[config.mk]
export PLATFORM = sky130hd
export DESIGN_NAME = ps2_key_decoder
export DESIGN_NICKNAME = d
export VERILOG_FILES = /design/src/rtl/ps2_key_decoder.sv
export SDC_FILE = /design/constraint.sdc
export NUM_CORES = 1
export LEC_CHECK = 0
export ABC_AREA = 1
export ABC_CLOCK_PERIOD_IN_PS = 3500
export BUFFER_PORTS_ARGS = -buffer_cell sky130_fd_sc_hd__buf_2
export CAP_MARGIN = 20
export CORE_MARGIN = 3
export CORE_UTILIZATION = 47
export CTS_CLUSTER_SIZE = 24
export DETAILED_ROUTE_END_ITERATION = 16
export HOLD_SLACK_MARGIN = 0.03
export PLACE_DENSITY = 0.66
export SYNTH_ARGS = -nofsm -noshare
export SYNTH_HDL_FRONTEND = slang
export SYNTH_SLANG_ARGS = --single-unit
[constraint.sdc]
create_clock -name clk -period 3.5 [get_ports clk]
set_clock_uncertainty 0.1 [all_clocks]
set_input_delay 0.175 -clock clk [delete_from_list [all_inputs] [get_ports clk]]
set_output_delay 0.175 -clock clk [all_outputs]
set_load 0.02 [all_outputs]
[src/rtl/ps2_key_decoder.sv]
// ps2_key_decoder: pops PS/2 scan bytes, resolves E0/F0 prefixes, emits key events with ASCII.
// Define KBD_SHIFT_EN to add shift/caps-lock tracking and the shifted ASCII map.
module ps2_key_decoder #(
  parameter int COUNT_W        = 8,
  parameter int PREFIX_TIMEOUT = 1000000
) (
  input  logic               clk,
  input  logic               clrn,
  input  logic               ready,
  input  logic [7:0]         data,
  output logic               nextdata_n,
  output logic               key_valid,
  output logic [7:0]         key_code,
  output logic               key_ext,
  output logic               key_make,
  output logic               key_repeat,
  output logic [7:0]         key_ascii,
  output logic [7:0]         last_ascii,
  output logic               key_down,
  output logic [COUNT_W-1:0] key_count,
  output logic               caps_lock
);
  localparam int TW = $clog2(PREFIX_TIMEOUT);
  typedef enum logic [1:0] {IDLE, ACK, DECODE} state_t;
  state_t          r_state;
  logic [7:0]      r_byte;
  logic            r_ext;
  logic            r_brk;
  logic [8:0]      r_held;
  logic [TW-1:0]   r_tmo;
  logic [8:0]      w_key;
  logic            w_repeat;
  logic            w_shift;
  logic            w_letter;
  logic [7:0]      w_lc;
  logic [7:0]      w_uc;
  logic [7:0]      w_ascii;
`ifdef KBD_SHIFT_EN
  logic            r_lsh;
  logic            r_rsh;
  assign w_shift = r_lsh | r_rsh;
`else
  assign w_shift   = 1'b0;
  assign caps_lock = 1'b0;
`endif
  assign w_key    = {r_ext, r_byte};
  assign w_repeat = (w_key == r_held) && key_down;
  // w_lc is the unshifted glyph, w_uc the shifted one for non-letter keys
  always_comb begin
    w_lc = 8'h00;
    w_uc = 8'h00;
    case (r_byte)
      8'h1C: w_lc = "a";
      8'h32: w_lc = "b";
      8'h21: w_lc = "c";
      8'h23: w_lc = "d";
      8'h24: w_lc = "e";
      8'h2B: w_lc = "f";
      8'h34: w_lc = "g";
      8'h33: w_lc = "h";
      8'h43: w_lc = "i";
      8'h3B: w_lc = "j";
      8'h42: w_lc = "k";
      8'h4B: w_lc = "l";
      8'h3A: w_lc = "m";
      8'h31: w_lc = "n";
      8'h44: w_lc = "o";
      8'h4D: w_lc = "p";
      8'h15: w_lc = "q";
      8'h2D: w_lc = "r";
      8'h1B: w_lc = "s";
      8'h2C: w_lc = "t";
      8'h3C: w_lc = "u";
      8'h2A: w_lc = "v";
      8'h1D: w_lc = "w";
      8'h22: w_lc = "x";
      8'h35: w_lc = "y";
      8'h1A: w_lc = "z";
      8'h45: begin w_lc = "0"; w_uc = ")"; end
      8'h16: begin w_lc = "1"; w_uc = "!"; end
      8'h1E: begin w_lc = "2"; w_uc = "@"; end
      8'h26: begin w_lc = "3"; w_uc = "#"; end
      8'h25: begin w_lc = "4"; w_uc = "$"; end
      8'h2E: begin w_lc = "5"; w_uc = "%"; end
      8'h36: begin w_lc = "6"; w_uc = "^"; end
      8'h3D: begin w_lc = "7"; w_uc = "&"; end
      8'h3E: begin w_lc = "8"; w_uc = "*"; end
      8'h46: begin w_lc = "9"; w_uc = "("; end
      8'h4E: begin w_lc = "-"; w_uc = "_"; end
      8'h55: begin w_lc = "="; w_uc = "+"; end
      8'h29: w_lc = 8'h20;
      8'h5A: w_lc = 8'h0D;
      8'h66: w_lc = 8'h08;
      8'h0D: w_lc = 8'h09;
      default: w_lc = 8'h00;
    endcase
  end
  assign w_letter = (w_lc >= 8'h61) && (w_lc <= 8'h7A);
  assign w_ascii  = r_ext ? 8'h00 :
                    w_letter ? ((w_shift ^ caps_lock) ? w_lc - 8'h20 : w_lc) :
                    (w_shift && w_uc != 8'h00) ? w_uc : w_lc;
  always_ff @(posedge clk or negedge clrn) begin
    if (!clrn) begin
      r_state    <= IDLE;
      r_byte     <= 8'h00;
      r_ext      <= 1'b0;
      r_brk      <= 1'b0;
      r_held     <= 9'h000;
      r_tmo      <= '0;
      nextdata_n <= 1'b1;
      key_valid  <= 1'b0;
      key_code   <= 8'h00;
      key_ext    <= 1'b0;
      key_make   <= 1'b0;
      key_repeat <= 1'b0;
      key_ascii  <= 8'h00;
      last_ascii <= 8'h00;
      key_down   <= 1'b0;
      key_count  <= '0;
`ifdef KBD_SHIFT_EN
      r_lsh      <= 1'b0;
      r_rsh      <= 1'b0;
      caps_lock  <= 1'b0;
`endif
    end else begin
      key_valid <= 1'b0;
      case (r_state)
        IDLE: begin
          if (ready) begin
            r_byte     <= data;
            nextdata_n <= 1'b0;
            r_tmo      <= '0;
            r_state    <= ACK;
          end else if (r_ext | r_brk) begin
            // a stale prefix is dropped after PREFIX_TIMEOUT starved idle cycles
            if (r_tmo == TW'(PREFIX_TIMEOUT - 1)) begin
              r_ext <= 1'b0;
              r_brk <= 1'b0;
              r_tmo <= '0;
            end else begin
              r_tmo <= r_tmo + TW'(1);
            end
          end
        end
        ACK: begin
          nextdata_n <= 1'b1;
          r_state    <= DECODE;
        end
        DECODE: begin
          r_state <= IDLE;
          if (r_byte == 8'hE0) begin
            r_ext <= 1'b1;
          end else if (r_byte == 8'hF0) begin
            r_brk <= 1'b1;
          end else begin
            key_valid  <= 1'b1;
            key_code   <= r_byte;
            key_ext    <= r_ext;
            key_make   <= ~r_brk;
            key_repeat <= ~r_brk & w_repeat;
            key_ascii  <= w_ascii;
            r_ext      <= 1'b0;
            r_brk      <= 1'b0;
            if (!r_brk) begin
              if (!w_repeat) begin
                r_held     <= w_key;
                key_down   <= 1'b1;
                key_count  <= key_count + COUNT_W'(1);
                last_ascii <= w_ascii;
              end
            end else if (w_key == r_held) begin
              key_down <= 1'b0;
            end
`ifdef KBD_SHIFT_EN
            if (!r_ext && r_byte == 8'h12) r_lsh <= ~r_brk;
            if (!r_ext && r_byte == 8'h59) r_rsh <= ~r_brk;
            if (!r_ext && r_byte == 8'h58 && !r_brk && !w_repeat) caps_lock <= ~caps_lock;
`endif
          end
        end
        default: r_state <= IDLE;
      endcase
    end
  end
endmodule

==> metrics.txt, run 1 <==
count of final hold-check violations=0; crit path max fanout=33; Warnings, synthesis=0; via density per instance=around 5.1; die outline area=about 0.010 mm2; total number of nets in the final design=around 680; highest metal layer with signal wires=met4; wire length on met1=roughly 4900 um; all-layer global routing usage=0.220; Slew @ Worst Pin=between 0.9 and 1 ns; min Tclk post-route=around 2.2 ns; internal reg-to-reg setup slack=~1.3 ns; residual antenna-violating net count after detailed routing=0; Yosys cell types=37; number of sinks driven by the clock tree=a little under 80; met3 WL=about 660 um; crit path cell chain=nor2_1 -> nand4_2 -> nand2_1 -> nand2_2 -> nand2_2 -> inv_2 -> nand2_4 -> inv_2 -> nand3_1 -> nand2_1; LEAKAGE=2.64 nW; number of instances in the synthesized netlist=around 620; clock tree from TritonCTS=built; power per unit of standard cell area=around 630 mW/mm2; endpoint kind of the worst setup timing path=register; count of endpoints failing setup in the final report=0; Int Power=between 1.5 and 2 mW; post-CTS clock slew at the launch and capture registers of the worst setup and hold paths=approximately 0.090 ns; Initial DRC Count=~280; outcome=completed; net switching component of the power=roughly 1.3 mW; part of the Yosys area used for sequential elements=0.442; Vert. Die Dim=roughly 100 um; row cnt=34; buffer levels on the longest clock path=2; destination of the critical timing path=last_ascii[2]; slowest cell on the critical path=dfrtp_1; category of the most critical setup path=register to register; max-slew violation count=0; relative area change from synthesis to final layout=13.4%; CP arrival=2.33 ns; cell area reported after detailed placement=~0.0047 mm2; hold depth=4; average footprint of a synthesized cell=between 7 and 8 um2; register bit count reported by yosys=77; Critical path origin=r_byte[3]; wirelength, routed=approximately 11000 um; number of antenna violations at the first check in global routing=0; commonest non-fill, non-tap cell in the layout=nand2_1; unrepaired setup endpoints after global routing=false; FMAX=459 MHz; DP HPWL=a little under 8000 um; number of buffers created by CTS=9; Fill cells=between 800 and 900; overall overflow remaining after global route=0; layout cells sized above 1=0.138; maximum number of pins on one net before global-route repair=between 70 and 80; worst hold path type=input pin to register; switching portion of total power=0.417; final weighted congestion in routability-driven placement=approximately 0.96; R2R cell count=10; netlist area before placement=0.00436 mm2; final routed DRC violation total=0; number of buffer cells added on primary ports=46; H-Tree Depth=3; via count of the first global-routing pass=between 3k and 4k; CTS root buf=clkbuf_8; Design Area, Final=a little under 0.005 mm2; Setup TNS Final=0 ns; wire length of the first global-routing pass=roughly 18000 um; Clock Power Share=0.224; Initial DRT Pass Iterations=4; Die W=~100 um; Total Power Consumption=between 3 and 4 mW; utilization of the core after routing=0.559; worst relative slew slack=0.357; detailed-routed wire length on met2=between 4000 and 5000 um; number of top-level pins=50; data required time at the worst endpoint=~3.7 ns; Initial Util=0.493; end of the worst register-to-register path=last_ascii[2]; Placeable Area=slightly below 0.009 mm2; nature of the critical path startpoint=register; Final period util=0.623; clock insertion delay at the later pin of the skew report=around 0.35 ns; R2R Path Start=r_byte[3]; routed vias=4021; number of buffers added for setup after CTS=0; share of total power in sequential cells=0.425; detail-routed net length per standard cell=between 10 and 15 um; Gate power share=0.351; top library cells by usage in the layout, fill and taps aside=216 x nand2_1, 85 x nor2_1, 76 x dfrtp_1, 51 x inv_1, 45 x buf_2; worst IR drop on VDD=approximately 0.35 mV; antenna diode instance count=0; Max Cap Violations=0; worst stage delay on the critical path=0.48 ns
-- flip-flops by register name, indices dropped and copies added, names as in the netlist --
name and count:
key_repeat 1, nextdata_n 1, key_count 8, key_ascii 7
key_make 1, r_held 9, r_state 2, key_ext 1
r_brk 1, key_down 1, r_tmo 20, r_ext 1
last_ascii 7, key_valid 1, key_code 8, r_byte 8
-- final cells by class --
type	count	area (um2)	share of cell area
repair buffers	55	323	0.0653
multi-input cells	466	2130	0.430
flip-flops and latches	77	1930	0.390
well taps	108	135	0.0273
clock inverters	7	80.1	0.0162
inverters	61	229	0.0463
clock buffers	9	124	0.0251
-- worst max-delay path: cells and delay by family, from the launching register on --
kind	cells	cell delay (ns)
buf+inv	2	0.24
flops	1	0.48
simple gates	8	1.26
-- cell families after synthesis --
logic type / count (synthesis) / share of synthesized area
AO/OA/AOI/OAI: 49 / 0.0583
buffers and inverters: 75 / 0.0720
AND/OR/NAND/NOR: 396 / 0.389
flip-flops: 77 / 0.442
XOR/XNOR: 16 / 0.0321
adder cells (fa/ha/maj): 2 / 0.00574
other: 1 / 0.000860
-- routing by layer --
metal,global-route usage,vias to the layer above
met2,0.343,134
met1,0.306,1823
met5,0,-
met3,0.0512,22
li1,-,2042
met4,0.0696,0
-- power by group through the flow --
stage | clock network [mW] | registers (mW) | logic [mW]
floorplan | 0 | 1.49 | 0.593
global placement | 0 | 1.33 | 1.08
detailed placement | 0 | 1.34 | 1.09
CTS | 0.723 | 1.33 | 1.10
global route | 0.764 | 1.35 | 1.24
finish | 0.698 | 1.33 | 1.10
-- timing repair --
action	CTS	global route
hold buffers	9	0
resized for setup	0	0
hold endpoints to repair	84	0
-- cells in the mapped netlist (all sizes together) --
library cell | number | area (um2)
xor2 | 8 | 70.1
nand3 | 39 | 200
a21oi | 3 | 15.0
nor2 | 96 | 398
inv | 60 | 225
and3 | 2 | 12.5
clkbuf | 1 | 3.75
conb | 1 | 3.75
xnor2 | 8 | 70.1
nand4 | 17 | 113
nor3 | 12 | 60.1
nand2 | 223 | 865
clkinv | 1 | 3.75
nor4 | 1 | 6.26
dfstp | 1 | 26.3
buf | 13 | 81.3
dfrtp | 76 | 1900
or2 | 2 | 12.5
o21a | 1 | 7.51
nand3b | 3 | 22.5
o21ai | 43 | 219
o22ai | 1 | 6.26
and2 | 1 | 6.26
ha | 2 | 25.0
a31oi | 1 | 6.26
-- per-stage QoR --
stage	cells	hold slack, ns	setup WS, ns
2_1_floorplan	618	-0.221	1.85
3_3_place_gp	758	0.288	1.39
3_5_place_dp	758	0.291	1.33
4_1_cts	783	0.0677	1.32
5_1_grt	783	0.107	1.10
6_report	783	0.0908	1.32
-- worst min-delay path by stage --
stage               slack [ns]            to  startpoint
finish                    0.09    nextdata_n       ready
global route              0.11    nextdata_n       ready
CTS                       0.07    nextdata_n       ready
detailed placement        0.29     r_tmo[11]        clrn
global placement          0.29     r_tmo[11]        clrn
floorplan                -0.22  key_ascii[0]        clrn
Note: power is estimated with default switching activity, not from simulation.
==> inputs of run 2 (changes only) <==
ABC_CLOCK_PERIOD_IN_PS = 2100   (was 3500)
clock period = 2.1 ns   (was 3.5 ns; I/O delays follow)
==> run 2 against run 1 <==
Sequential power grew 65%. Via count rose by 1.1%. Final area up 2.7%. Utilization is 1.5 points higher. Critical path type unchanged. Highest routed layer unchanged.
==> metrics.txt, run 2 (synthesis results as in run 1) <==
register containing the most flip-flops in the final layout=r_tmo; overall overflow remaining after global route=0 (unchanged); worst IR drop on VDD=0.480 mV (+39%); worst stage delay on the critical path=0.48 ns (about the same); antenna diode instance count=0 (unchanged); number of buffers added for setup after CTS=0 (unchanged); Most Frequent Cell on Critical Path=nand2_1; clock insertion delay at the later pin of the skew report=0.35 ns (about the same); residual antenna-violating net count after detailed routing=0 (unchanged); top library cells by usage in the layout, fill and taps aside=216 x nand2_1, 85 x nor2_1, 76 x dfrtp_1, 51 x inv_1, 45 x buf_2; PostCTS Resize Cnt=0 (unchanged); number of buffers and inverters on the critical path=1 (-1); count of final hold-check violations=0 (unchanged); Initial Util=0.493 (unchanged); buffer levels on the longest clock path=2 (unchanged); largest registers=r_tmo (20), r_held (9); Slew @ Worst Pin=0.508 ns (-0.457 ns); category of the most critical setup path=register to register; Vert. Die Dim=102 um (unchanged); slowest cell on the critical path=dfrtp_1; final weighted congestion in routability-driven placement=0.994 (+3.2%); relative area change from synthesis to final layout=16.4%; worst hold path type=input pin to async pin; wirelength, routed=10500 um (-2.3%); row cnt=34 (unchanged); crit path max fanout=7 (-79%); final routed DRC violation total=0 (unchanged); Initial DRT Pass Iterations=5 (+1); data required time at the worst endpoint=2.28 ns (-1.37 ns); detail-routed net length per standard cell=13.2 um (-4.0%); maximum number of pins on one net before global-route repair=42 (-46%); Die W=102 um (unchanged); internal reg-to-reg setup slack=0.17 ns (-1.15 ns); count of endpoints failing setup in the final report=0 (unchanged); all-layer global routing usage=0.211 (-0.00904); worst relative slew slack=0.659 (+0.302); layout cells sized above 1=0.152 (+0.0146); endpoint kind of the worst setup timing path=register; outcome=completed; total number of nets in the final design=697 (+2.0%); nature of the critical path startpoint=register; Placeable Area=0.00885 mm2 (unchanged); H-Tree Depth=3 (unchanged); commonest non-fill, non-tap cell in the layout=nand2_1; cell class contributing the biggest share of worst-path delay=simple AND/OR/NAND/NOR gates; Final period util=0.918 (+0.295); via density per instance=5.10 (-0.66%); utilization of the core after routing=0.574 (+0.0150); max-slew violation count=0 (unchanged); max FFs per register=20 (unchanged); Max Cap Violations=0 (unchanged); FMAX=519 MHz (+13%); crit path cell chain=inv_2 -> nand2_1 -> nor2_1 -> nand2_1 -> and2_1 -> nand2_1 -> nor2_1 -> nand3_1 -> nand3_1 -> nand2_1; number of top-level pins=50 (unchanged); die outline area=0.0105 mm2 (unchanged); clock tree from TritonCTS=built; min Tclk post-route=1.93 ns (-0.252 ns); number of buffers created by CTS=9 (unchanged); DP HPWL=7960 um (about the same); routed vias=4066 (+1.1%); wire length of the first global-routing pass=17800 um (-2.3%); LEAKAGE=2.71 nW (+2.6%); number of hold-repair buffers added at the cts stage=10 (+1); CP arrival=2.11 ns (-0.22 ns); number of antenna violations at the first check in global routing=0 (unchanged); CTS root buf=clkbuf_8; number of sinks driven by the clock tree=77 (unchanged); Initial DRC Count=186 (-33%); number of buffer cells added on primary ports=46 (unchanged); Fill cells=883 (+2.0%); via count of the first global-routing pass=3785 (-0.76%); unrepaired setup endpoints after global routing=false; power per unit of standard cell area=1050 mW/mm2 (+66%); post-CTS clock slew at the launch and capture registers of the worst setup and hold paths=0.09 ns (about the same); Setup TNS Final=0 ns (unchanged)
run 2: cell type report:
cell class | instances | area [um2] | share of cell area
multi-input combinational | 466 | 2130 | 0.419
sequential | 77 | 1930 | 0.380
inverter | 61 | 229 | 0.0451
tap | 108 | 135 | 0.0266
clock buffer | 10 | 128 | 0.0251
clock inverter | 6 | 88.8 | 0.0175
timing repair buffer | 69 | 443 | 0.0872
run 2: power by group:
part	switching, mW	leakage [nW]	internal (mW)
Sequential	0.315	1.01	1.88
Combinational	1.24	1.60	0.641
Clock	0.564	0.102	0.670
run 2: path summary, 6_finish.rpt:
check / startpoint / end / depth (start not counted)
min in group clk: r_brk / r_brk / 2
worst min-delay path: clrn / r_tmo[9] / 2
worst max register to register: r_byte[3] / key_ascii[0] / 10
max in group asynchronous: clrn / r_held[8] / 3
worst max-delay path: r_byte[3] / key_ascii[0] / 10
worst min register to register: r_brk / r_brk / 2
run 2: layer usage:
layer	GRT usage	part of all wire	vias to the layer above
met5	0	0	-
met4	0.0515	0.011	0
met3	0.0355	0.056	16
met2	0.327	0.44	118
met1	0.310	0.49	1856
li1	-	-	2076
run 2: stage by stage:
stage / cell area, um2 / cells / setup WS, ns / hold slack [ns] / total power, mW
6_report: 5080 / 797 / 0.172 / 0.158 / 5.31
5_1_grt: 5080 / 797 / 0.0211 / 0.189 / 5.69
4_1_cts: 5080 / 797 / 0.228 / 0.173 / 5.36
3_5_place_dp: 4760 / 771 / 0.234 / 0.00540 / 4.11
3_3_place_gp: 4760 / 771 / 0.229 / 0.00302 / 4.08
2_1_floorplan: 4370 / 618 / 0.453 / -0.291 / 3.47
==> inputs of run 3 (changes only) <==
CTS_BUF_LIST = sky130_fd_sc_hd__clkbuf_2 sky130_fd_sc_hd__clkbuf_4 sky130_fd_sc_hd__clkbuf_8   (was unset)
==> run 3 against run 2 <==
Maximum frequency up 0.35%. Sequential power about the same. Clock power about the same. Via count about the same. Highest routed layer unchanged. Largest cell class unchanged.
==> metrics.txt, run 3 (synthesis results as in run 1) <==
commonest non-fill, non-tap cell in the layout=nand2_1; DP HPWL=7960 um (unchanged); via density per instance=5.10 (about the same); R2R Path Start=r_byte[3]; H-Tree Depth=3 (unchanged); number of antenna violations at the first check in global routing=0 (unchanged); wire length of the first global-routing pass=17800 um (unchanged); data required time at the worst endpoint=2.28 ns (about the same); all-layer global routing usage=0.211 (unchanged); R2R cell count=10 (unchanged); utilization of the core after routing=0.574 (about the same); relative area change from synthesis to final layout=16.5% (about the same); clock tree from TritonCTS=built; Final period util=0.915 (-0.00321); PostCTS Resize Cnt=0 (unchanged); nature of the critical path startpoint=register; overall overflow remaining after global route=0 (unchanged); crit path max fanout=7 (unchanged); Design Area, Final=0.00508 mm2 (about the same); post-CTS clock slew at the launch and capture registers of the worst setup and hold paths=0.09 ns (about the same); row cnt=34 (unchanged); area occupied by multi-input gates=0.00213 mm2 (unchanged); layout cells sized above 1=0.154 (+0.00145); final routed DRC violation total=0 (unchanged); endpoint kind of the worst setup timing path=register; residual antenna-violating net count after detailed routing=0 (unchanged); antenna diode instance count=0 (unchanged); total number of nets in the final design=697 (unchanged); final weighted congestion in routability-driven placement=0.994 (unchanged); count of endpoints failing setup in the final report=0 (unchanged); max FFs per register=20 (unchanged); max-slew violation count=0 (unchanged); worst IR drop on VDD=0.480 mV (about the same); number of buffer cells added on primary ports=46 (unchanged); Initial DRC Count=185 (-0.54%); detail-routed net length per standard cell=13.2 um (+0.11%); cell area reported after detailed placement=0.00476 mm2 (unchanged); Fill cells=883 (unchanged); Placeable Area=0.00885 mm2 (unchanged); Vert. Die Dim=102 um (unchanged); buffer levels on the longest clock path=2 (unchanged); destination of the critical timing path=key_ascii[0]; CTS root buf=clkbuf_8; register containing the most flip-flops in the final layout=r_tmo; CP arrival=2.10 ns (about the same); LEAKAGE=2.71 nW (+0.13%); die outline area=0.0105 mm2 (unchanged); routed vias=4064 (-0.049%); unrepaired setup endpoints after global routing=false; internal reg-to-reg setup slack=0.18 ns (about the same); Max Cap Violations=0 (unchanged); Slew @ Worst Pin=0.512 ns (+0.00465 ns); count of final hold-check violations=0 (unchanged); maximum number of pins on one net before global-route repair=42 (unchanged); worst hold path type=input pin to async pin; outcome=completed; largest registers=r_tmo (20), r_held (9); number of sinks driven by the clock tree=77 (unchanged); wirelength, routed=10500 um (+0.11%); category of the most critical setup path=register to register; Critical path origin=r_byte[3]; Setup TNS Final=0 ns (unchanged); power per unit of standard cell area=1050 mW/mm2 (+0.16%); end of the worst register-to-register path=key_ascii[0]; number of top-level pins=50 (unchanged); via count of the first global-routing pass=3785 (unchanged); top library cells by usage in the layout, fill and taps aside=216 x nand2_1, 85 x nor2_1, 76 x dfrtp_1, 51 x inv_1, 45 x buf_2; FMAX=521 MHz (+0.35%); clock insertion delay at the later pin of the skew report=0.34 ns (about the same); Initial DRT Pass Iterations=5 (unchanged); Die W=102 um (unchanged); number of buffers created by CTS=9 (unchanged); sequential standard cell area=0.00193 mm2 (unchanged); worst relative slew slack=0.656 (-0.00313); min Tclk post-route=1.92 ns (-0.00675 ns); Initial Util=0.493 (unchanged)
==> run 3: changes by cell type in the layout (fill, tap and decap cells not counted) <==
cell | previous run | this run
clkbuf_1 | 1 | 0
clkbuf_4 | 0 | 1
==> run 3: area by class of cell <==
type	count	share of cell area
clock inverter	6	0.0175
inverter	61	0.0451
multi-input combinational	466	0.418
clock buffer	10	0.0259
timing repair buffer	69	0.0872
tap	108	0.0266
sequential	77	0.379
==> run 3: repair_timing <==
action,in CTS,in global routing
setup endpoints to repair,0,0
hold buffers,10,0
setup buffers,0,0
endpoints found under the hold margin,50,0
==> run 3: per-stage QoR <==
step | cells | power (mW) | hold WS (ns) | setup WS [ns]
finish | 797 | 5.33 | 0.159 | 0.179
detailed placement | 771 | 4.11 | 0.00540 | 0.234
global placement | 771 | 4.08 | 0.00302 | 0.229
global route | 797 | 5.70 | 0.189 | 0.0211
floorplan | 618 | 3.47 | -0.291 | 0.453
CTS | 797 | 5.38 | 0.173 | 0.228
==> run 3: critical path, stage by stage, from the launching register on <==
cell and delay (ns):
dfrtp_1 0.48, inv_2 0.15, nand2_1 0.11, nor2_1 0.32, nand2_1 0.15, and2_1 0.16, nand2_1 0.07, nor2_1 0.06
nand3_1 0.12, nand3_1 0.09, nand2_1 0.06
==> run 3: layer usage <==
metal	track usage	up-vias	part of all wire
met2	0.327	120	0.44
met5	0	-	0
met1	0.310	1852	0.49
li1	-	2074	-
met4	0.0515	0	0.011
met3	0.0355	18	0.055
==> run 3: worst min-delay path by stage <==
stage,end,slack [ns],depth (start not counted)
CTS,r_tmo[9],0.17,2
global placement,r_tmo[9],0.003,1
floorplan,key_ascii[0],-0.29,0
detailed placement,r_tmo[9],0.005,1
finish,r_tmo[9],0.16,2
global route,r_tmo[8],0.19,2
==> run 3: where the power goes <==
| part | total (mW) | leakage [nW] | switching (mW) | internal [mW] |
|---|---|---|---|---|
| Sequential | 2.20 | 1.01 | 0.315 | 1.88 |
| Clock | 1.25 | 0.106 | 0.563 | 0.683 |
| Combinational | 1.88 | 1.60 | 1.24 | 0.641 |
